`config.mk`:
```
export PLATFORM = sky130hd
export DESIGN_NAME = serial_adder
export DESIGN_NICKNAME = d
export VERILOG_FILES = /design/src/rtl/serial_adder.sv
export SDC_FILE = /design/constraint.sdc
export NUM_CORES = 1
export LEC_CHECK = 0
export CAP_MARGIN = 20
export CELL_PAD_IN_SITES_DETAIL_PLACEMENT = 1
export CELL_PAD_IN_SITES_GLOBAL_PLACEMENT = 2
export CORE_UTILIZATION = 39
export CTS_BUF_LIST = sky130_fd_sc_hd__clkbuf_4 sky130_fd_sc_hd__clkbuf_8 sky130_fd_sc_hd__clkbuf_16
export CTS_CLUSTER_DIAMETER = 120
export DETAILED_ROUTE_END_ITERATION = 7
export GPL_TIMING_DRIVEN = 0
export MAX_ROUTING_LAYER = met4
export PLACE_DENSITY = 0.92
export RECOVER_POWER = 100
export SLEW_MARGIN = 20
export SYNTH_ARGS = -nofsm -noshare
export SYNTH_HDL_FRONTEND = slang
export SYNTH_SLANG_ARGS = --single-unit
```
`constraint.sdc`:
```
create_clock -name clk -period 2.4 [get_ports clk]
set_input_delay 0.36 -clock clk [delete_from_list [all_inputs] [get_ports clk]]
set_output_delay 0.36 -clock clk [all_outputs]
set_load 0.05 [all_outputs]
```
`src/rtl/serial_adder.sv`:
```
// Bit-serial adder: one full-adder slice and a carry flop, LSB first, WIDTH cycles per add.
// Optional signed-overflow output is enabled by defining SERIAL_ADDER_OVF_EN.
module serial_adder #(
  parameter int unsigned WIDTH = 8
) (
  input  logic             clk,
  input  logic             rst_n,
  input  logic             start,
  input  logic [WIDTH-1:0] a,
  input  logic [WIDTH-1:0] b,
  output logic             busy,
  output logic             done,
  output logic [WIDTH-1:0] sum,
`ifdef SERIAL_ADDER_OVF_EN
  output logic             carry,
  output logic             ovf
`else
  output logic             carry
`endif
);

  localparam int unsigned CW = (WIDTH > 1) ? $clog2(WIDTH) : 1;

  typedef enum logic [1:0] {
    IDLE,
    SHIFT,
    DONE
  } state_t;

  state_t state, state_nx;

  logic [WIDTH-1:0] ra, rb, racc;
  logic [CW-1:0]    cnt;
  logic             c;
  logic             s, cn;
  logic             accept, last;

`ifdef SERIAL_ADDER_OVF_EN
  logic am, bm;
`endif

  // A request is honoured in IDLE and in DONE (back-to-back); ignored while shifting.
  assign accept = start && (state != SHIFT);
  assign last   = (state == SHIFT) && (cnt == CW'(WIDTH - 1));

  assign s  = ra[0] ^ rb[0] ^ c;
  assign cn = (ra[0] & rb[0]) | (c & (ra[0] ^ rb[0]));

  assign busy = (state == SHIFT);
  assign done = (state == DONE);

  always_ff @(posedge clk or negedge rst_n) begin
    if (!rst_n) state <= IDLE;
    else        state <= state_nx;
  end

  always_comb begin
    state_nx = state;
    case (state)
      IDLE:    if (start) state_nx = SHIFT;
      SHIFT:   if (last)  state_nx = DONE;
      DONE:    state_nx = start ? SHIFT : IDLE;
      default: state_nx = IDLE;
    endcase
  end

  always_ff @(posedge clk or negedge rst_n) begin
    if (!rst_n) begin
      ra    <= '0;
      rb    <= '0;
      racc  <= '0;
      cnt   <= '0;
      c     <= 1'b0;
      sum   <= '0;
      carry <= 1'b0;
`ifdef SERIAL_ADDER_OVF_EN
      am    <= 1'b0;
      bm    <= 1'b0;
      ovf   <= 1'b0;
`endif
    end else if (accept) begin
      ra   <= a;
      rb   <= b;
      racc <= '0;
      cnt  <= '0;
      c    <= 1'b0;
`ifdef SERIAL_ADDER_OVF_EN
      am   <= a[WIDTH-1];
      bm   <= b[WIDTH-1];
`endif
    end else if (state == SHIFT) begin
      c    <= cn;
      racc <= {s, racc[WIDTH-1:1]};
      ra   <= ra >> 1;
      rb   <= rb >> 1;
      cnt  <= cnt + CW'(1);
      // Outputs are only written on the final bit so they hold between completions.
      if (last) begin
        sum   <= {s, racc[WIDTH-1:1]};
        carry <= cn;
`ifdef SERIAL_ADDER_OVF_EN
        ovf   <= (am == bm) && (s != am);
`endif
      end
    end
  end

endmodule

```
Yosys cells after proc, flatten, opt, wreduce, memory -nomap -nowiden
Index checks and enable logic that the tools add are counted.

Register bits after elaboration: 39. Bits of input ports: 19. Output and inout bits: 11. Word-level logic and storage cells: 41.

Add/subtract/negate cells: 1. Eq/ne operators: 6. Muxes and demuxes: 14. Bitwise operators: 6. Reduce and logical (&&, ||, !) cells: 6.

Operators by type and width (count): $mux 8 (6); $mux 3 (2); $pmux 2 s3 (1); $mux 2 (2); $ne 2x1->1 const B (2); $add 3x1->3 const B (1); $eq 3x3->1 const B (1); $mux 1 (3); $reduce_and 3->1 (1); $and 1x1->1 (2); $eq 2x1->1 const B (1); $eq 2x2->1 const B (1); $logic_and 1x1->1 (2); $logic_not 2->1 (1); $ne 2x2->1 const B (1); $reduce_and 2->1 (1); $reduce_bool 2->1 (1); $xor 1x1->1 (2); $not 1->1 (1); $or 1x1->1 (1).

Logic depth before layout (Yosys ltp)
Word-level depth: 5. Gate-level depth with buffers: 5. Gate-level depth less buffers: 4.

Worst setup path before layout
Ideal clock, no wire load.

Kind: reg-to-output. From: reg state[1]. To: out busy. Arrival: 1142 ps. Data required time: 2040 ps. Setup slack: 898 ps. Stages on the path, launching flop included: 5. Buffers on the path: 2. Path through: dfrtp_1 -> nand2b_1 -> buf_2 -> buf_6 -> inv_1.

Longest elaborated chain between the ends: 1.

RTL lines: start, declared (RTL line 30) `state_t state, state_nx;`; start signal, assigned (RTL line 54) `else state <= state_nx;`; $eq 2x1->1 (RTL line 49) `assign busy = (state == SHIFT);`; end, declared (RTL line 11) `output logic busy,`.

No other way between the ends.

Worst setup path after layout
Ends and elaborated chain as after synthesis.

==> results.py <==
metrics = {
    "placement": {
        "globalplace.congestion": 0.693,
        "port_buffers": 28,
        "dp_hpwl_mm": 2.44,
    },
    "sta": {
        "worstMarginPinSlew_ns": 0.720,
        "post-route-period-util_pct": 89.8,
        "setup-tns-final_ns": 0,
        "post-route-min-period_ns": 2.16,
        "finClkSkew_ns": 0.00232,
        "drv_slew": 0,
        "relSlewSlack_pct": 52.0,
        "timing.final.hold_violations": 0,
        "finalSetupViolCount": 0,
        "rsz0062_at_grt": "no",
        "fmax_mhz": 464,
    },
    "cts": {
        "clkTransAtPathRegs_ns": 0.07,
        "cts.sinks": 38,
        "cts_max_level": 2,
        "clkLatencyLatePin_ns": 0.29,
        "cts_tree": "built",
        "cts_buffer_depth": 2,
        "numCtsBuffers": 5,
        "cts-root-buf": "clkbuf_8",
        "post_cts_buffers": 0,
    },
    "hold_path": {
        "holdCritPathClass": "register to register",
    },
    "die": {
        "core-area_sq_um": 4380,
        "design.die.area_sq_um": 4840,
        "rows": 24,
        "die_y_um": 69.6,
        "start_util_pct": 40.6,
        "ios": 30,
        "die_w_um": 69.6,
    },
    "worst_setup_path": {
        "worstPathCellList": "nand2b_1, buf_2, buf_6, inv_1, dlygate4sd2_1",
        "required_ns": 2.04,
        "worstPathMaxFanout": 10,
        "setup.worst_path.end_class": "output pin",
        "slowest_delay_ns": 0.53,
        "critPathLaunchType": "register",
        "setup.worst_path.class": "register to output pin",
        "critPathArrivalTime_ns": 1.80,
        "cp_slowest_cell": "dlygate4sd2_1",
    },
    "cells_and_area": {
        "nFillCells": 441,
        "insertedDiodeCount": 0,
        "drive_gt1_share_pct": 35.9,
        "multi_input_area_sq_um": 737,
        "area_growth_pct": 23.6,
        "regArea_sq_um": 951,
        "nets": 177,
        "final_util_pct": 50.2,
    },
    "drt": {
        "routed_wl_mm": 3.26,
        "wire_per_inst_um": 15.7,
        "via_count": 1043,
        "ant_nets": 0,
        "drt_iter0_drc": 23,
        "firstDrtPassIters": 2,
        "drc": 0,
        "viasPerCell": 5.01,
    },
    "synth": {
        "yosysTopAreaCellShare_pct": 53.4,
        "syn-num-nets": 140,
        "synth_seq_cells": 38,
        "synth_area_leaders": "dfrtp_1 (53%), mux2_2 (22%), mux2_4 (10%)",
        "yosys_warnings": 0,
        "yosysMostFrequentCell": "dfrtp_1",
        "synth_area_leader_cell": "dfrtp_1",
        "synth_common_cells": "dfrtp_1 (38), mux2_2 (35), mux2_4 (12), nor2b_1 (8)",
        "syn_avg_cell_area_sq_um": 15.1,
        "ys_types": 16,
        "synth_edf_count": 0,
        "synth_seq_area_share_pct": 53.4,
        "netlist_instances": 118,
        "ys.flop_type": "dfrtp_1",
        "async_flop_share_pct": 100,
        "syn_area_sq_um": 1780,
    },
    "status": {
        "status": "complete, no violations",
    },
    "global_route": {
        "grt_usage_pct": 16.2,
        "grt-ovfl-total": 0,
        "antenna_found_initial": 0,
        "grt_pass1_wl_mm": 5.75,
        "grt_max_degree": 27,
        "grt_pass1_vias": 1200,
    },
    "pwr": {
        "p_leak_nw": 1.06,
        "powerDensity_nw_per_um2": 1230,
        "ir_worst_vdd_v": 0.000447,
    },
    "job": {
        "cap_violations": 0,
    },
}
-- through the flow --
| stage | total power [W] | setup slack [ns] | area, sq um | std cells | hold WS, ns |
|---|---|---|---|---|---|
| 6_report | 0.00271 | 0.244 | 2200 | 208 | 0.495 |
| 5_1_grt | 0.00289 | 0.132 | 2200 | 208 | 0.520 |
| 4_1_cts | 0.00286 | 0.200 | 2250 | 208 | 0.497 |
| 3_5_place_dp | 0.00239 | 0.265 | 2140 | 199 | 0.280 |
| 3_3_place_gp | 0.00231 | 0.103 | 2130 | 198 | 0.469 |
| 2_1_floorplan | 0.00202 | 0.898 | 1780 | 118 | 0.0644 |
-- sequential cells by signal (all words and copies together) (netlist names) --
signal  flops
ra          8
rb          8
sum         8
racc        7
cnt         3
state       2
c           1
carry       1
-- layout make-up --
class | count | area share, %
Clock buffer | 7 | 4.09
Tap cell | 52 | 2.95
Sequential cell | 38 | 43.2
Timing Repair Buffer | 30 | 13.1
Buffer | 7 | 2.50
Multi-Input combinational cell | 70 | 33.5
Clock inverter | 1 | 0.227
Inverter | 3 | 0.511
-- critical path: cells and delay by family, from the launching register on --
kind	cells	cell delay, ns
buf+inv	4	0.97
flops	1	0.39
simple gates	1	0.14
-- placed cells by master, fill, tap and decap left out, drive strengths merged, types with 2 or more instances in the layout --
cell type	n
buf	5
nand2b	2
inv	3
clkdlybuf4s50	16
nor2b	8
ha	2
mux2	47
and2b	3
clkbuf	11
dlygate4sd3	11
dfrtp	38
mux2i	3
nor2	2
-- routing by layer --
layer / vias to the layer above / wire (um) / GRT usage [%]
li1: 476 / - / -
met4: 0 / 46 / 5.44
met2: 28 / 1690 / 26.9
met1: 532 / 1380 / 18.8
met3: 7 / 144 / 4.94
met5: - / 0 / -
-- worst paths after layout --
| check | cells past startpoint | endpoint | slack [ns] | start |
|---|---|---|---|---|
| min in group asynchronous | 2 | sum[4] | 0.64 | rst_n |
| max reg2reg | 5 | sum[7] | 0.52 | cnt[0] |
| min | 1 | cnt[0] | 0.50 | cnt[0] |
| max in group asynchronous | 3 | ra[3] | 0.67 | rst_n |
| max | 5 | busy | 0.24 | state[1] |
| min reg2reg | 1 | cnt[0] | 0.50 | cnt[0] |
-- report_power, final --
group / internal (W) / total [W] / switching (W)
combinational: 0.000584 / 0.00117 / 0.000589
clock: 0.000243 / 0.000464 / 0.000221
sequential: 0.000918 / 0.00108 / 0.000159
-- logic make-up after synthesis --
kind of cell | Yosys count | synth area share (%)
DFF | 38 | 53.4
muxes | 50 | 33.9
AOI/OAI and AO/OA | 1 | 0.351
adders and majority gates | 3 | 2.53
buffers and inverters | 10 | 4.21
and+or+nand+nor | 16 | 5.62
-- what timing repair did --
action                                 CTS  global route
hold buffers                             1             0
resized for setup                        1             0
setup endpoints to repair                1             0
endpoints found under the hold margin   12             0
(Power assumes the default switching activity.)
